**config.mk**
```make
export PLATFORM = sky130hd
export DESIGN_NAME = pulse_event_enc
export DESIGN_NICKNAME = d
export VERILOG_FILES = /design/src/rtl/pulse_event_enc.sv
export SDC_FILE = /design/constraint.sdc
export NUM_CORES = 1
export LEC_CHECK = 0
export ABC_AREA = 0
export BUFFER_PORTS_ARGS = -buffer_cell sky130_fd_sc_hd__buf_2
export CORE_ASPECT_RATIO = 1.75
export CORE_MARGIN = 3
export CORE_UTILIZATION = 52
export DETAILED_ROUTE_END_ITERATION = 8
export PLACE_DENSITY_LB_ADDON = 0.1
export SETUP_SLACK_MARGIN = 0.1
export SYNTH_ARGS = -nofsm -noshare
export SYNTH_HDL_FRONTEND = slang
export SYNTH_SLANG_ARGS = --single-unit
```
**constraint.sdc**
```tcl
create_clock -name clk -period 2.9 [get_ports clk]
set_input_delay 0.435 -clock clk [delete_from_list [all_inputs] [get_ports clk]]
set_output_delay 0.435 -clock clk [all_outputs]
set_load 0.005 [all_outputs]
```
**src/rtl/pulse_event_enc.sv**
```systemverilog
`default_nettype none
// +----------------------------------------------------------------------------+
// | pulse_event_enc: queues per-channel event pulses and emits channel indices  |
// | lowest-first through a one-entry valid/ready stage.  Revision 1.0           |
// +----------------------------------------------------------------------------+
module pulse_event_enc #(
  parameter int N  = 18,
  parameter int IW = 5
) (
  input  logic          clk,
  input  logic          reset,
  input  logic [N-1:0]  pulse_in,
  input  logic          out_ready,
  input  logic          ovf_clr,
  output logic          out_valid,
  output logic [IW-1:0] out_idx,
  output logic          ovf,
  output logic          busy
);

  logic [N-1:0]  pend;
  logic [N-1:0]  clr;
  logic [IW-1:0] low_idx;
  logic          load;
  logic          lost;

  // Scan downward so the last assignment is the lowest set bit.
  always_comb begin
    low_idx = '0;
    for (int i = N - 1; i >= 0; i--) begin
      if (pend[i]) low_idx = IW'(i);
    end
  end

  assign load = (!out_valid || out_ready) && (pend != '0);
  assign clr  = load ? (pend & ((~pend) + N'(1))) : '0;
  // A pulse on a bit that stays pending is an event we cannot record twice.
  assign lost = |(pulse_in & pend & ~clr);
  assign busy = (pend != '0) | out_valid;

  always_ff @(posedge clk) begin
    if (!reset) begin
      pend      <= '0;
      out_valid <= 1'b0;
      out_idx   <= '0;
      ovf       <= 1'b0;
    end else begin
      pend <= (pend & ~clr) | pulse_in;
      if (load) begin
        out_valid <= 1'b1;
        out_idx   <= low_idx;
      end else if (out_ready) begin
        out_valid <= 1'b0;
      end
      if (lost)         ovf <= 1'b1;
      else if (ovf_clr) ovf <= 1'b0;
    end
  end

endmodule
`default_nettype wire

```
Word level (Yosys, flattened, before mapping)

Cells that the tools add are included.

Input port bits: 22
Output and inout port bits: 8
Logic and storage cells: 43
Register bits: 25

Reductions and logical operators: 7
Add/sub/neg operators: 1
Mux-type cells: 23
Bitwise operators: 8

Operators with widths:

| operator                | number |
|---|---|
| $mux W5                 | 18 |
| $and A18 B18 Y18        | 4 |
| $not A18 Y18            | 2 |
| $add A18 B1 Y18 const B | 1 |
| $mux W18                | 1 |
| $or A18 B18 Y18         | 1 |
| $reduce_bool A18 Y1     | 1 |
| $reduce_or A18 Y1       | 1 |
| $mux W1                 | 4 |
| $reduce_bool A2 Y1      | 2 |
| $logic_and A1 B1 Y1     | 1 |
| $logic_not A1 Y1        | 1 |
| $logic_or A1 B1 Y1      | 1 |
| $or A1 B1 Y1            | 1 |

Logic depth before layout (Yosys ltp)

Depth after elaboration: 18
Mapped depth: 9
Mapped depth without buffers: 6

Least setup slack after synthesis

No wires, ideal clock.

Path type: reg-to-reg
Start: register pend[3]
End: register pend[11]
Path slack: 623 ps
Library setup time: 128 ps
Buffers on the path: 2
Required time: 2772 ps
Stages on the path, launching flop included: 9
Arrival time: 2149 ps
Clock period less this slack: 2277 ps
Cell sequence: dfxtp_1 > or4_4 > buf_6 > or3_4 > buf_6 > or3_1 > or2_1 > a21oi_1 > nor2_1

Longest elaborated chain between the ends: 7
Elaborated cells between the ends (all ways): 9
Classes of those cells: add/sub: 1; mux: 1; bitwise: 5; reduce/logical: 2

RTL lines:

| item                   | line | source |
|---|---|---|
| from (decl)            | 21   | `logic [N-1:0] pend;` |
| from (signal assigned) | 48   | `pend <= (pend & ~clr) \| pulse_in;` |
| $not A18 Y18           | 36   | `assign clr = load ? (pend & ((~pend) + N'(1))) : '0;` |
| $add A18 B1 Y18        | 36   |  |
| $and A18 B18 Y18       | 36   |  |
| $mux W18 (*)           | 36   |  |
| $not A18 Y18 (*)       | 48   |  |
| $and A18 B18 Y18 (*)   | 48   |  |
| $or A18 B18 Y18 (*)    | 48   |  |

Every way passes the cells marked *; elsewhere a longest branch is shown, timed or not.
A chain may end at the register's enable or synchronous reset.

Worst setup path in the final report

Start: register pend[14]
End: output busy

Longest elaborated chain between the ends: 2

RTL lines:

| item                | line | source |
|---|---|---|
| $reduce_bool A18 Y1 | 39   | `assign busy = (pend != '0) \| out_valid;` |
| $or A1 B1 Y1        | 39   |  |
| to (decl)           | 18   | `output logic busy` |

Every way passes these cells.

==> impl_metrics.json <==
{
  "yosys_warnings": 0,
  "cts_max_path_buffers": 2,
  "synth_top_family_by_area": "simple AND/OR/NAND/NOR gates",
  "antenna_found_initial": 0,
  "insertion_delay_ns": 0.27,
  "synthMuxAreaShare_pct": 0.757,
  "vias": 1308,
  "row_count": 23,
  "synth_adder_area_share_pct": 0,
  "max_freq_ghz": 0.398,
  "path_clk_slew_ns": 0.08,
  "vdd_drop_max_mv": 0.246,
  "rsz0062_at_grt": "false",
  "synth_ff_type": "dfxtp_1",
  "numClockSinks": 25,
  "r2r_slack_ns": 0.49,
  "start_util_pct": 56.0,
  "post-dp-hpwl_um": 2420,
  "total_power_uw": 737,
  "synthesis.area_um2": 1320,
  "synth-compound-area-share_pct": 26.6,
  "syn_to_final_growth_pct": 12.4,
  "ioPinCount": 30,
  "synthXorXnorAreaFrac_pct": 0,
  "grt_max_degree": 25,
  "status": "finished, violations left",
  "finClkSkew_ns": 0.00257,
  "diodes": 0,
  "tightest_slew_ns": 0.718,
  "rr_worst_depth": 5,
  "post_cts_resized": 0,
  "setup_viol": 0,
  "min_to": "pend[8]",
  "gp_congestion": 0.811,
  "ys_seq_area_share_pct": 37.8,
  "postCtsSetupBuffers": 0,
  "dr.pass1.iters": 7,
  "drive_above_1_share_pct": 18.6,
  "postCtsHoldBufs": 0,
  "final.setup.tns_ns": 0,
  "viasPerCell": 5.97,
  "cts_tree": "built",
  "port_buffers": 29,
  "violations": "DRC",
  "endpoint_kind": "output pin",
  "powerDensity_nw_per_um2": 496,
  "fin_crit_sh_pct": 86.7,
  "arrival_ns": 2.08,
  "cpMaxStageDelayCell": "nor4_1",
  "min_from": "pulse_in[8]",
  "grt_overflow": 0,
  "syn_avg_cell_area_um2": 7.78,
  "final-hold-violation-count": 0,
  "slowest_delay_ns": 0.53,
  "r2r_start": "pend[8]",
  "dieArea_um2": 3210,
  "maxCapViolCount": 0,
  "grtUsageTotal_pct": 20.6,
  "critPathMaxFanout": 8,
  "critPathLaunch": "pend[14]",
  "critical_path_class": "register to output pin",
  "wl_um": 3120,
  "drv_slew": 0,
  "drt_iter0_drc": 59,
  "start_kind": "register",
  "p_leak_uw": 0.000612,
  "wl_per_cell_um": 14.3,
  "cts_root_buf": "clkbuf_8",
  "drc": 1,
  "synthDistinctLibCells": 45,
  "ant_nets": 0,
  "die_y_um": 72.7,
  "grt_pass1_wl_um": 5010,
  "syn_nets": 192,
  "fillers": 232,
  "num-nets-final": 217,
  "crit_chain": "nor4_1 > nand2_1 > nor4_1 > nand2b_1 > buf_2",
  "htree_levels": 1,
  "cp.required_ns": 2.47,
  "die_x_um": 44.1,
  "reg2reg_to": "ovf",
  "slew_headroom_pct": 52.1,
  "synthCells": 170,
  "crit_buf_inv": 1,
  "min_path_type": "input port to register",
  "holdPathStages": 3,
  "cts_buffers": 3,
  "synth_edf_count": 0,
  "grt_pass1_vias": 1206,
  "synth-simple-area-share_pct": 28.8,
  "fin_crit_ns": 2.51,
  "synth-seq-cells": 25,
  "async_reset_ff_share_pct": 0,
  "crit_family": "simple AND/OR/NAND/NOR gates",
  "coreArea_um2": 2360,
  "crit_top_cell": "nor4_1"
}
## power breakdown
group	leakage (uW)	internal [uW]	switching, uW
Sequential	0.000209	367	32.3
Combinational	0.000381	62.0	68.9
Clock	0.0000228	98.4	109
Total	0.000612	527	210
## worst max path at each step
stage	to	cells after the start
finish	busy	5
global route	busy	5
CTS	busy	5
detailed placement	ovf	5
global placement	ovf	5
floorplan	pend[11]	8
## stage by stage
step / util (%) / cells / setup slack, ns / hold slack, ns / instance area, um2
detailed placement: 61.1 / 215 / 0.515 / 0.453 / 1440
finish: 63.0 / 219 / 0.385 / 0.382 / 1490
floorplan: - / 170 / 0.623 / 0.448 / 1320
global route: 63.0 / 219 / 0.170 / 0.381 / 1490
global placement: 61.1 / 215 / 0.558 / 0.440 / 1440
CTS: 63.0 / 219 / 0.419 / 0.380 / 1490
## Yosys cell counts, types with 2 or more instances
cell type	n	share of area, %
nor4_1	3	1.4
o31a_1	2	1.3
buf_6	3	2.6
dfxtp_1	25	38
o21ai_0	4	1.5
nand3_1	3	1.1
nand2b_1	6	2.8
nand4_1	2	0.95
nor3_1	2	0.76
a21oi_1	20	7.6
or4_1	2	1.1
nand2_1	10	2.8
a22oi_1	2	1.1
a221oi_1	2	1.3
nor2b_1	2	0.95
a21boi_0	3	1.7
inv_1	6	1.7
or4_4	2	1.7
o22ai_1	2	0.95
o41a_1	2	1.7
nor2_1	38	11
clkbuf_1	5	1.4
o211ai_1	2	1.1
## state kept, by name, summed over array words and instances (netlist names)
register,count
pend,18
out_idx,5
out_valid,1
ovf,1
## cell usage in the layout (no fill, tap or decap), types with 2 or more instances in the layout
cell,instances
a21boi_0,3
a21oi_1,20
a221oi_1,2
a22oi_1,2
buf_2,29
clkbuf_8,3
dfxtp_1,25
inv_1,6
nand2_1,10
nand2b_1,6
nand3_1,3
nand4_1,2
nor2_1,38
nor2b_1,2
nor3_1,2
nor4_1,3
o211ai_1,2
o21ai_0,4
o22ai_1,2
o31a_1,2
o41a_1,2
or4_1,2
or4_4,2
## worst reg2reg max path: stages, from the launching register on
cell     delay (ns)
dfxtp_1        0.39
or4_4          0.58
nor4_2         0.49
or2b_1         0.29
a221o_1        0.32
o31a_1         0.23
## final cells by class
type	count	area, um2	share of cell area (%)
Clock buffer	4	45.0	3.03
Inverter	6	22.5	1.52
Multi-Input combinational cell	130	742	49.9
Sequential cell	25	500	33.7
Tap cell	25	31.3	2.10
Timing Repair Buffer	29	145	9.76
## layer usage
layer  global-route usage (%)  wire [um]  up-vias  part of all wire [%]
li1                         -          -      658                     -
met1                     23.7       1350      613                    43
met2                     36.5       1590       32                    51
met3                     3.95        135        5                   4.3
met4                     7.05         44        0                   1.4
met5                        0          0        -                     0
## cells by family after synthesis
logic type,count (synthesis)
flip-flops,25
multiplexers,1
AND/OR/NAND/NOR,77
buffers and inverters,15
AO/OA/AOI/OAI,52
(Power assumes the default switching activity.)
